<file path="config.mk">
export PLATFORM = sky130hd
export DESIGN_NAME = cpu_boot_ctrl
export DESIGN_NICKNAME = d
export VERILOG_FILES = /design/src/rtl/cpu_boot_ctrl.sv
export SDC_FILE = /design/constraint.sdc
export NUM_CORES = 1
export LEC_CHECK = 0
export BUFFER_PORTS_ARGS = -buffer_cell sky130_fd_sc_hd__buf_2
export CORE_MARGIN = 8
export CORE_UTILIZATION = 39
export DETAILED_ROUTE_END_ITERATION = 10
export PLACE_DENSITY = 0.77
export SLEW_MARGIN = 0
export SYNTH_ARGS = -nofsm -noshare
export SYNTH_HDL_FRONTEND = slang
export SYNTH_SLANG_ARGS = --single-unit
</file>
<file path="constraint.sdc">
create_clock -name clock -period 2.6 [get_ports clock]
set_clock_uncertainty 0.05 [all_clocks]
set_input_delay 0.13 -clock clock [delete_from_list [all_inputs] [get_ports clock]]
set_output_delay 0.13 -clock clock [all_outputs]
set_load 0.01 [all_outputs]
</file>
<file path="src/rtl/cpu_boot_ctrl.sv">
// ---------------------------------------------------------------------------
// cpu_boot_ctrl
//
// Boot sequencer for the single-accumulator CPU. Holds the CPU in reset,
// streams a program image from the host into the shared single-port memory,
// then releases the CPU for a programmable number of cycles. Owns the memory
// port mux between the loader and the CPU; CPU read data bypasses this block.
//
// Parameters
//   LOAD_BASE     first memory word address written by the loader
//
// Ports
//   clock         system clock, rising-edge active
//   reset         synchronous active-low reset
//   load_start    begin a load+run sequence (honoured only in IDLE)
//   load_len      words to load, latched on an accepted load_start
//   run_len       CPU cycle budget, 0 = run until abort, latched with load_len
//   abort         return to IDLE from any state, no done pulse
//   ld_valid      host word valid
//   ld_data       host word
//   ld_ready      loader accepts a word this cycle
//   cpu_reset     active-high reset to the CPU
//   cpu_address   CPU memory address
//   cpu_we        CPU write enable
//   cpu_data_out  CPU write data
//   mem_address   memory address
//   mem_we        memory write enable
//   mem_data      memory write data
//   busy          sequencer is not idle
//   running       CPU is released
//   done          one-cycle pulse when the run budget expires
//   cycles_run    RUN cycles elapsed, saturating; held until the next start
//
// state | meaning
// ------+--------------------------------------------------------------
// IDLE  | CPU held in reset, waiting for load_start
// LOAD  | accepting host words, writing them from LOAD_BASE upward
// RUN   | CPU released, memory port owned by the CPU
// DONE  | budget expired, one-cycle done pulse, CPU back in reset
// ---------------------------------------------------------------------------
module cpu_boot_ctrl #(
    parameter logic [15:0] LOAD_BASE = 16'h0000
) (
    input  logic        clock,
    input  logic        reset,
    input  logic        load_start,
    input  logic [15:0] load_len,
    input  logic [31:0] run_len,
    input  logic        abort,
    input  logic        ld_valid,
    input  logic [31:0] ld_data,
    output logic        ld_ready,
    output logic        cpu_reset,
    input  logic [15:0] cpu_address,
    input  logic        cpu_we,
    input  logic [31:0] cpu_data_out,
    output logic [15:0] mem_address,
    output logic        mem_we,
    output logic [31:0] mem_data,
    output logic        busy,
    output logic        running,
    output logic        done,
    output logic [31:0] cycles_run
);

    typedef enum logic [1:0] {
        ST_IDLE = 2'd0,
        ST_LOAD = 2'd1,
        ST_RUN  = 2'd2,
        ST_DONE = 2'd3
    } state_t;

    state_t      state;
    state_t      state_next;

    logic [15:0] pointer;
    logic [15:0] remaining;
    logic [31:0] run_left;
    logic [31:0] cycle_count;

    logic        start_ok;
    logic        xfer;
    logic        last_word;
    logic        budget_hit;

    assign start_ok  = (state == ST_IDLE) && load_start && !abort;
    assign xfer      = (state == ST_LOAD) && ld_valid;
    assign last_word = xfer && (remaining == 16'd1);

    // run_left is loaded with run_len and counts down once per RUN cycle.
    // A zero budget loads 0, which never reaches the terminal count of 1,
    // so the CPU runs until abort without needing a separate mode flag.
    assign budget_hit = (state == ST_RUN) && (run_left == 32'd1);

    // -----------------------------------------------------------------------
    // State register
    // -----------------------------------------------------------------------
    always_ff @(posedge clock) begin
        if (!reset) begin
            state <= ST_IDLE;
        end else begin
            state <= state_next;
        end
    end

    // -----------------------------------------------------------------------
    // Next-state logic; abort overrides completion and budget expiry
    // -----------------------------------------------------------------------
    always_comb begin
        state_next = state;
        case (state)
            ST_IDLE: begin
                if (start_ok) begin
                    state_next = (load_len != 16'd0) ? ST_LOAD : ST_RUN;
                end
            end
            ST_LOAD: begin
                if (abort) begin
                    state_next = ST_IDLE;
                end else if (last_word) begin
                    state_next = ST_RUN;
                end
            end
            ST_RUN: begin
                if (abort) begin
                    state_next = ST_IDLE;
                end else if (budget_hit) begin
                    state_next = ST_DONE;
                end
            end
            ST_DONE: begin
                state_next = ST_IDLE;
            end
            default: begin
                state_next = ST_IDLE;
            end
        endcase
    end

    // -----------------------------------------------------------------------
    // Output decode, including the memory port mux
    // -----------------------------------------------------------------------
    always_comb begin
        ld_ready    = 1'b0;
        cpu_reset   = 1'b1;
        busy        = (state != ST_IDLE);
        running     = 1'b0;
        done        = 1'b0;
        mem_address = pointer;
        mem_we      = 1'b0;
        mem_data    = 32'd0;
        case (state)
            ST_LOAD: begin
                ld_ready = 1'b1;
                if (xfer) begin
                    mem_we   = 1'b1;
                    mem_data = ld_data;
                end
            end
            ST_RUN: begin
                cpu_reset   = 1'b0;
                running     = 1'b1;
                mem_address = cpu_address;
                mem_we      = cpu_we;
                mem_data    = cpu_data_out;
            end
            ST_DONE: begin
                done = 1'b1;
            end
            default: begin
            end
        endcase
    end

    assign cycles_run = cycle_count;

    // -----------------------------------------------------------------------
    // Loader pointer, word count, run budget and cycle counter
    // -----------------------------------------------------------------------
    always_ff @(posedge clock) begin
        if (!reset) begin
            pointer     <= LOAD_BASE;
            remaining   <= 16'd0;
            run_left    <= 32'd0;
            cycle_count <= 32'd0;
        end else begin
            if (start_ok) begin
                pointer     <= LOAD_BASE;
                remaining   <= load_len;
                run_left    <= run_len;
                cycle_count <= 32'd0;
            end
            if (xfer) begin
                // 16-bit add wraps 0xFFFF -> 0x0000 naturally
                pointer   <= pointer + 16'd1;
                remaining <= remaining - 16'd1;
            end
            if (state == ST_RUN) begin
                if (cycle_count != 32'hFFFF_FFFF) begin
                    cycle_count <= cycle_count + 32'd1;
                end
                if (run_left != 32'd0) begin
                    run_left <= run_left - 32'd1;
                end
            end
        end
    end

endmodule

</file>
Yosys cells after proc, flatten, opt, wreduce, memory -nomap -nowiden
Cells that the tools add are included.
- flip-flop bits (word level): 98
- input bits: 134
- output and inout bits: 86
- add/subtract/negate cells: 4
- equality and inequality tests: 9
- multiplexer cells: 26
- reduce and logical (&&, ||, !) cells: 12
- operators by type and width (cell ; number):
    32-bit two-way mux ; 7
    16-bit two-way mux ; 5
    32-bit case mux with 2 select lines ; 1
    32-bit by 1-bit adder with 32-bit output, second input constant ; 1
    32-bit by 1-bit equality test with 1-bit output, second input constant ; 1
    32-bit != test, second input constant ; 1
    32-bit nonzero test ; 1
    32-bit by 1-bit subtractor with 32-bit output, second input constant ; 1
    16-bit by 1-bit adder with 16-bit output, second input constant ; 1
    16-bit by 1-bit equality test with 1-bit output, second input constant ; 1
    16-bit nonzero test ; 1
    16-bit by 1-bit subtractor with 16-bit output, second input constant ; 1
    2-bit two-way mux ; 6
    2-bit case mux with 4 select lines ; 1
    3-bit != test, second input constant ; 2
    1-bit logical AND ; 5
    1-bit two-way mux ; 5
    2-bit equality test, second input constant ; 2
    2-bit nonzero test ; 2
    3-bit AND reduction ; 1
    2-bit by 1-bit equality test with 1-bit output, second input constant ; 1
    2-bit zero test ; 1
    2-bit != test, second input constant ; 1
    1-bit case mux with 2 select lines ; 1
    1-bit zero test ; 1

Depth between registers and ports, before layout
- depth after elaboration: 6
- gate-level depth with buffers: 10
- depth with buffers taken out: 8

Least setup slack after synthesis
Ideal clock, no wire load.
- kind: reg2reg
- start: reg run_left[0]
- end: reg run_left[11]
- library setup time: 132 ps
- data arrival time: 2477 ps
- data required time: 2418 ps
- slack: -59 ps
- stages on the path, launching flop included: 11
- clock period less this slack: 2659 ps
- cell sequence: dfxtp_1 -> inv_1 -> ha_1 -> or4b_1 -> buf_2 -> or4_4 -> o31ai_4 -> nand2_2 -> buf_6 -> o211ai_1 -> a21oi_1
- word-level cells in the longest chain between the ends: 3
- RTL lines (element ; line ; RTL):
    start, declared ; 78 ; logic [31:0] run_left;
    start signal, assigned ; 190 ; run_left <= run_len;
    start signal, assigned ; 203 ; run_left <= run_left - 32'd1;
    32-bit by 1-bit subtractor with 32-bit output / 32-bit nonzero test (equally long branches) ; 203, 202 ;
    32-bit two-way mux * ; 202 ; if (run_left != 32'd0) begin
    32-bit two-way mux * ; 198 ; if (state == ST_RUN) begin
Every way passes the cells marked *; elsewhere a longest branch is shown, timed or not.
A chain may end at the register's enable or synchronous reset.

Worst setup path in the final report
- start: reg run_left[1]
- end: reg run_left[3]
The elaborated chain is that of the path after synthesis.

==> metrics <==
global-route usage over all layers=0.206; CP Cell Sequence=inv_2 -> ha_4 -> or4b_4 -> or4_4 -> o31ai_4 -> buf_6 -> buf_4 -> nand3_1 -> a31oi_1; PortBufs=219; TritonCTS Sinks=98; Finished Layout Cells=roughly 1.3k; crit path max fanout=14; Leak=roughly 3.4 nW; CTS buffer count=9; Pwr Total=0.00825 W; P&R area growth vs syn=34.0%; clock-pin slew on the worst setup and hold paths=0.06 ns; Root Buffer=clkbuf_16; Tightest Pin Transition=0.717 ns; CTS H-tree lvls=3; die area=20100 sq um; hold depth=3; core area=15700 sq um; max cap viols=0; initial drt markers=roughly 700; peak supply drop=0.731 mV; Row Count=46; Cells after Synth=806; Worst EP required=2.82 ns; DRT Pass-1 Iters=5; worst path bufs/invs=3; Reg2Reg Depth=9; Die X=142 microns; syn_area_per_cell=between 7 and 8 sq um; fin crit share=0.988; DR vias/cell=slightly below 6; critical path arrival=between 2 and 3 ns; largest net degree at the start of global routing=between 50 and 60; most common cell after layout, fill and taps aside=buf_2; syn nets=951; critical path's largest stage delay=0.52 ns; Die Y=approximately 140 microns; Slowest cell on crit path=or4_4; EDFF count, synth=0; unique cell type count in the Yosys netlist=73; Fmax=0.389 GHz; placed instance count=1237; fin worst setup slack=roughly 0.030 ns; Final Max Slew Viols=0; CTS tree=yes; post-route ant nets=0; r2r setup slk=0.03 ns; outcome=finished, final reports clean; post-synthesis sequential area ratio=0.317; P per Cell Area=996 nW/um^2; minimum clock period=between 2 and 3 ns; Worst-Skew Late Latency=0.36 ns; Ys Warns=0; Initial Util=0.393; FFs w/ async S/R, synth=0; hold path startpoint=run_len[6]; critical setup path kind=flop to flop; synthesis-stage register bit count=98; first-pass GRT wire length=34.2 mm; hold path endpoint=run_left[6]; Syn Std Cell Area=6180 sq um; RD Place Congestion=~0.91; Fillers=1495; number of global-route vias before repair=6729; DP HPWL=16.0 mm; layout cell share with drive strength beyond 1=0.319; total wire length=~22 mm; commonest non-fill, non-tap cells in the layout=buf_2 (220), dfxtp_1 (97), nand2_1 (70); antenna violations before repair=1; wire per inst=17.2 microns; I/O pin cnt=220; Final Hold Fails=0; CTS Buffer Depth=2; # setup viols final=0; CP delay by family, top=simple AND/OR/NAND/NOR gates; Worst setup SP type=flop; Hold WC Path Type=primary input to flop; top_reg_cell synth=dfxtp_1; Crit. End Element=flop; hold_ws=0.00952 ns; NumNets Final=between 1k and 1.5k; via count=7355; unrepaired setup endpoints after global routing=yes; worst reg2reg path startpoint=run_left[1]; FF-to-FF End=run_left[3]; Post-route DRC=0; relative slew slack=0.522; DP Worst Slack=0.0280 ns; GR Overflow Total=0
metrics by stage:
stage                     cell area (sq um)  TNS (ns)  utilization
after floorplan                        6210    -0.145            -
after global placement                 7770         0        0.495
after detailed placement               7770         0        0.495
after CTS                              8190         0        0.521
after global routing                   8280   -0.0765        0.527
final                                  8280         0        0.527
area by class of cell:
cell class,count,area [sq um],share of cell area
timing repair buffer,291,1720,0.208
clock inverter,5,62.6,0.00755
sequential,98,1960,0.237
tap,216,270,0.0326
antenna,1,2.50,0.000302
inverter,17,63.8,0.00770
clock buffer,11,243,0.0293
multi-input combinational,634,3960,0.478
sequential cells by signal, summed over array words and instances (netlist names):
name,flops
state,2
pointer,16
remaining,16
cycles_run,32
run_left,32
tightest hold or removal path, delay by kind of cell:
kind,cells,cell delay (ns)
buffers and inverters,1,0.10
AND/OR/NAND/NOR,1,0.05
AO/OA/AOI/OAI,1,0.07
what timing repair did:
action | 4_1_cts | 5_1_grt
setup endpoints to repair | 0 | 18
endpoints found under the hold margin | 11 | 0
gates resized for setup | 0 | 9
hold buffers | 11 | 0
buffers inserted | 0 | 7
cells in the mapped netlist (16+ instances only):
cell type | instances | share of area
dfxtp_1 | 98 | 0.32
nand2_1 | 70 | 0.043
a21oi_1 | 60 | 0.049
nor2_1 | 54 | 0.033
o21ai_0 | 50 | 0.040
nand3_1 | 48 | 0.039
clkbuf_1 | 44 | 0.027
a22oi_1 | 38 | 0.046
a31oi_1 | 34 | 0.034
nor2b_1 | 33 | 0.033
nor3_1 | 28 | 0.023
inv_1 | 17 | 0.010
mux2_2 | 17 | 0.031
or3_1 | 16 | 0.016
cells by family after synthesis:
family                     share of synthesized area
muxes                                         0.0342
xor gates and xnor gates                      0.0113
DFF                                            0.317
adders and majority gates                     0.0223
and+or+nand+nor                                0.283
AOI/OAI and AO/OA                              0.282
buffers and inverters                         0.0504
metal layers:
metal / track usage / share of wire
met1: 0.265 / 0.42
met2: 0.331 / 0.48
met3: 0.0558 / 0.085
met4: 0.0548 / 0.018
met5: 0 / 0
power by group:
| part | leakage (nW) | switching [W] | internal, W |
|---|---|---|---|
| combinational | 2.51 | 0.00278 | 0.00202 |
| clock | 0.142 | 0.000612 | 0.000779 |
| sequential | 0.796 | 0.000271 | 0.00178 |
worst max path at each step:
stage,startpoint,end,slack (ns),cells after the start
2_1_floorplan,run_left[1],run_left[11],-0.03,10
3_3_place_gp,run_left[1],run_left[4],0.09,9
3_5_place_dp,run_left[1],run_left[4],0.03,9
4_1_cts,run_left[1],run_left[4],0.01,9
5_1_grt,run_left[1],run_left[3],-0.06,9
6_report,run_left[1],run_left[3],0.03,9
No activity file was read; power rests on OpenSTA's default activity.
